File: config.mk
export PLATFORM = sky130hd
export DESIGN_NAME = uart_tx_arbiter
export DESIGN_NICKNAME = d
export VERILOG_FILES = /design/src/rtl/uart_tx_arbiter.sv
export SDC_FILE = /design/constraint.sdc
export NUM_CORES = 1
export LEC_CHECK = 0
export BUFFER_PORTS_ARGS = -buffer_cell sky130_fd_sc_hd__buf_4
export CORE_ASPECT_RATIO = 0.7
export CORE_MARGIN = 1
export CORE_UTILIZATION = 56
export DETAILED_ROUTE_END_ITERATION = 8
export GPL_TIMING_DRIVEN = 0
export PLACE_DENSITY_LB_ADDON = 0.25
export SLEW_MARGIN = 20
export SYNTH_ARGS = -nofsm -noshare
export SYNTH_HDL_FRONTEND = slang
export SYNTH_SLANG_ARGS = --single-unit
export TNS_END_PERCENT = 5
File: constraint.sdc
create_clock -name fifo_tx_clk -period 3.1 [get_ports fifo_tx_clk]
set_clock_uncertainty 0.2 [all_clocks]
set_input_delay 0.31 -clock fifo_tx_clk [delete_from_list [all_inputs] [get_ports fifo_tx_clk]]
set_output_delay 0.31 -clock fifo_tx_clk [all_outputs]
set_load 0.02 [all_outputs]
File: src/rtl/uart_tx_arbiter.sv
// Round-robin packet arbiter on the UART TX FIFO write port: one requester owns the FIFO per whole packet.
// Latency: 1 cycle to arbitrate, then up to 1 byte/cycle; backpressure: fifo_full drops req_ready and stalls the owner without aging its timeout.
module uart_tx_arbiter #(
    parameter  int N_REQ        = 4,
    parameter  int MAX_PKT_LEN  = 64,
    parameter  int IDLE_TIMEOUT = 256,
    localparam int ID_W         = $clog2(N_REQ)
) (
    input  logic                 fifo_tx_clk,
    input  logic                 reset_n,
    input  logic [N_REQ-1:0]     req_valid,
    input  logic [8*N_REQ-1:0]   req_data,
    input  logic [N_REQ-1:0]     req_last,
    output logic [N_REQ-1:0]     req_ready,
    output logic                 fifo_tx_req,
    output logic [7:0]           fifo_tx_data,
    input  logic                 fifo_full,
    output logic                 grant_valid,
    output logic [ID_W-1:0]      grant_id,
    output logic                 pkt_done,
    output logic                 pkt_abort
);

    typedef enum logic {
        IDLE = 1'b0,
        XFER = 1'b1
    } state_t;

    localparam logic [7:0]  LEN_LAST = 8'(MAX_PKT_LEN - 1);
    localparam logic [15:0] TO_LAST  = 16'(IDLE_TIMEOUT - 1);

    state_t          state;
    logic [ID_W-1:0] rr_ptr;
    logic [7:0]      byte_cnt;
    logic [15:0]     idle_cnt;

    logic            pick_vld;
    logic [ID_W-1:0] pick_id;
    logic [ID_W-1:0] cand;
    logic            own_valid;
    logic            own_last;
    logic [7:0]      own_data;

    // Scan downward so the candidate closest to rr_ptr+1 is the last one to win.
    always_comb begin
        pick_vld = 1'b0;
        pick_id  = '0;
        cand     = '0;
        for (int k = N_REQ; k >= 1; k--) begin
            cand = ID_W'((int'(rr_ptr) + k) % N_REQ);
            if (req_valid[cand]) begin
                pick_vld = 1'b1;
                pick_id  = cand;
            end
        end
    end

    always_comb begin
        req_ready    = '0;
        fifo_tx_req  = 1'b0;
        fifo_tx_data = 8'h00;
        own_valid    = req_valid[grant_id];
        own_last     = req_last[grant_id];
        own_data     = req_data[{grant_id, 3'b000} +: 8];
        if (state == XFER) begin
            req_ready[grant_id] = ~fifo_full;
            fifo_tx_req         = own_valid & ~fifo_full;
            fifo_tx_data        = own_data;
        end
    end

    always_ff @(posedge fifo_tx_clk or negedge reset_n) begin
        if (!reset_n) begin
            state       <= IDLE;
            rr_ptr      <= ID_W'(N_REQ - 1);
            byte_cnt    <= '0;
            idle_cnt    <= '0;
            grant_valid <= 1'b0;
            grant_id    <= '0;
            pkt_done    <= 1'b0;
            pkt_abort   <= 1'b0;
        end else begin
            pkt_done  <= 1'b0;
            pkt_abort <= 1'b0;
            case (state)
                IDLE: begin
                    if (pick_vld) begin
                        state       <= XFER;
                        grant_valid <= 1'b1;
                        grant_id    <= pick_id;
                        byte_cnt    <= '0;
                        idle_cnt    <= '0;
                    end
                end
                XFER: begin
                    if (fifo_tx_req) begin
                        if (own_last || byte_cnt == LEN_LAST) begin
                            state       <= IDLE;
                            grant_valid <= 1'b0;
                            grant_id    <= '0;
                            rr_ptr      <= grant_id;
                            byte_cnt    <= '0;
                            idle_cnt    <= '0;
                            pkt_done    <= 1'b1;
                        end else begin
                            byte_cnt <= byte_cnt + 8'd1;
                            idle_cnt <= '0;
                        end
                    end else if (!own_valid) begin
                        // A full FIFO with data waiting is a stall, so only an absent owner ages.
                        if (idle_cnt == TO_LAST) begin
                            state       <= IDLE;
                            grant_valid <= 1'b0;
                            grant_id    <= '0;
                            rr_ptr      <= grant_id;
                            byte_cnt    <= '0;
                            idle_cnt    <= '0;
                            pkt_abort   <= 1'b1;
                        end else begin
                            idle_cnt <= idle_cnt + 16'd1;
                        end
                    end
                end
                default: state <= IDLE;
            endcase
        end
    end

endmodule

==> results.cfg <==
[critical_path]
worstReg2RegEnd = grant_id[1]
critical_path_class = flip-flop to flip-flop
critPathRequiredTime_ps = 3080
regToRegSetupSlack_ps = 670
end_kind = flip-flop
r2r-start = idle_cnt[0]
rr_worst_depth = 8
arrival_ps = 2410
worstPathMaxFanout = 10
start_kind = flip-flop

[finish]
fillers = 258
area_growth_pct = 28.4
layout.nets = 331
seq_area_um2 = 803
multi_input_area_um2 = 1250
antennaDiodeCount = 0
final_cells = 337
layout-drive-gt1-share_pct = 34.8

[cts]
ctsResizeCount = 0
htree_levels = 2
cts_setup_buffers = 0
clock_sinks = 32
hold_buffers = 1
cts.clk_slew.worst_paths_ps = 60
cts_made_buffers = 5
cts-root-buf = clkbuf_8
cts_tree = done
clk_latency_ps = 290
cts.path.max_buffers = 2

[logic_synthesis]
ys_warn_count = 0
synthTopCellsByArea = dfrtp_1 35%, mux4_2 9.4%, a22o_1 4.9%
synth_seq_cells = 32
synth_edf_count = 0
avgSynthCellArea_um2 = 9.89
synth.distinct_cells = 55
synth_seq_area_share_pct = 37.2
syn_nets = 263
netlist_area_um2 = 2160
synthArstFlopShare_pct = 100
synth_area_leader_cell = dfrtp_1
synth-main-ff-cell = dfrtp_1
synthCells = 218
yosysTopAreaCellShare_pct = 34.8

[global_route]
grt_overflow = 0
grt_max_degree = 33
first_global_vias = 1845
antenna_found_initial = 0
grt_pass1_wl_um = 8980
track_usage_pct = 29.4

[drt]
num_vias = 2037
first_pass_iters = 4
post_drt_wl_per_cell_um = 16.7
dr.first_iter.drc_count = 128
wl_um = 5620
drcViolationCount = 0
ant_nets = 0
vias_per_cell = 6.04

[worst_hold_path]
worstHoldStart = req_valid[2]
hold_path_end = grant_id[1]
hold_path_depth = 4
hold_class = input port to flip-flop

[sta]
slew_headroom_pct = 58.1
drv_slew = 0
setup_viol = 0
fin_crit_sh_pct = 78.5
finalCriticalPeriod_ps = 2430
rsz0062_at_grt = false
finalSetupTns_ps = 0
max_freq_mhz = 411
worstMarginPinSlew_ps = 624
hold_viol_final = 0

[placed_design]
io_buffer_count = 60
dp_cells = 328
dp.final_hpwl_um = 4280
gp_congestion = 0.809

[power]
p_per_area_nw_per_um2 = 716
leakage_nw = 1.27
ir_drop_mv = 0.474

[die]
boundaryPins = 61
fp.dieH_um = 53.9
die_x_um = 76.2
start_util_pct = 59.9
die-area_um2 = 4110
fp-row-count = 18
core_area_um2 = 3600

[job]
drv_cap = 0

[outcome]
status = finished clean
## per-stage QoR
stage | cell area [um2] | power, mW | util, % | hold WS, ps | setup WS [ps]
finish | 2770 | 1.98 | 76.9 | 201 | 666
global route | 2770 | 2.09 | 76.9 | 246 | 537
detailed placement | 2670 | 1.65 | 74.1 | 69.3 | 692
CTS | 2770 | 1.99 | 76.9 | 201 | 677
floorplan | 2160 | 1.30 | - | -186 | 901
global placement | 2670 | 1.62 | 74.1 | 72.7 | 727
## per-layer routing
metal	track usage [%]	wire length, um
met5	0	0
met4	6.41	19
met3	6.27	301
met2	46.8	2640
met1	41.9	2670
## Yosys cell counts, drive strengths merged (3+ instances only)
master	number
a21o	6
a21oi	5
a22o	12
a31oi	3
and2	10
and3	6
buf	8
dfrtp	30
inv	6
mux2i	4
mux4	9
nand2	16
nand3	10
nor2	22
nor3	10
nor4	7
o21ai	18
## cell usage in the layout, fill, tap and decap left out, drive strengths merged, types with 2 or more instances in the layout
master   n
buf     68
dfrtp   30
nor2    22
o21ai   18
nand2   16
a22o    12
and2    10
nor3    10
nand3   10
mux4     9
clkbuf   9
nor4     7
inv      6
a21o     6
and3     6
a21oi    5
mux2i    4
a31oi    3
nand2b   2
a211o    2
o211ai   2
mux2     2
nand4    2
ha       2
dfstp    2
## final cells by class
type                       instances  area share (%)
inverter                           6           0.813
sequential                        32            29.0
buffer                             9            2.80
clock buffer                       8            3.25
tap                               50            2.26
timing repair buffer              61            16.6
multi-input combinational        171            45.3
## worst max-delay path, stage by stage (launching register included)
cell	delay, ps
dfrtp_1	390
ha_1	220
nand3_2	130
or3_1	410
buf_6	160
o21bai_4	200
buf_6	180
nand3_1	160
a22o_1	270
## how the worst max path moves through the flow
stage | endpoint | depth (start not counted) | slack, ps | start
6_report | grant_id[1] | 8 | 670 | idle_cnt[0]
5_1_grt | idle_cnt[6] | 7 | 540 | grant_id[1]
4_1_cts | grant_id[1] | 8 | 680 | idle_cnt[0]
3_5_place_dp | idle_cnt[12] | 7 | 690 | grant_id[1]
3_3_place_gp | grant_id[1] | 8 | 730 | idle_cnt[0]
2_1_floorplan | byte_cnt[5] | 7 | 900 | grant_id[0]
## logic make-up after synthesis
kind of cell,count (synthesis),synth area share [%]
adders and majority gates,2,1.16
and+or+nand+nor,93,23.1
DFF,32,37.2
buffers and inverters,15,4.64
muxes,15,12.6
AOI/OAI and AO/OA,61,21.2
## sequential cells by signal (all words and copies together), names as in the netlist
signal       count
idle_cnt        16
byte_cnt         8
grant_id         2
rr_ptr           2
grant_valid      1
pkt_abort        1
pkt_done         1
state            1
## report_power, final
group | internal, mW | leakage, nW | total [mW] | switching, mW
clock | 0.181 | 0.0455 | 0.337 | 0.156
sequential | 0.493 | 0.426 | 0.560 | 0.0673
combinational | 0.504 | 0.802 | 1.09 | 0.581
No activity file was read; power rests on OpenSTA's default activity.
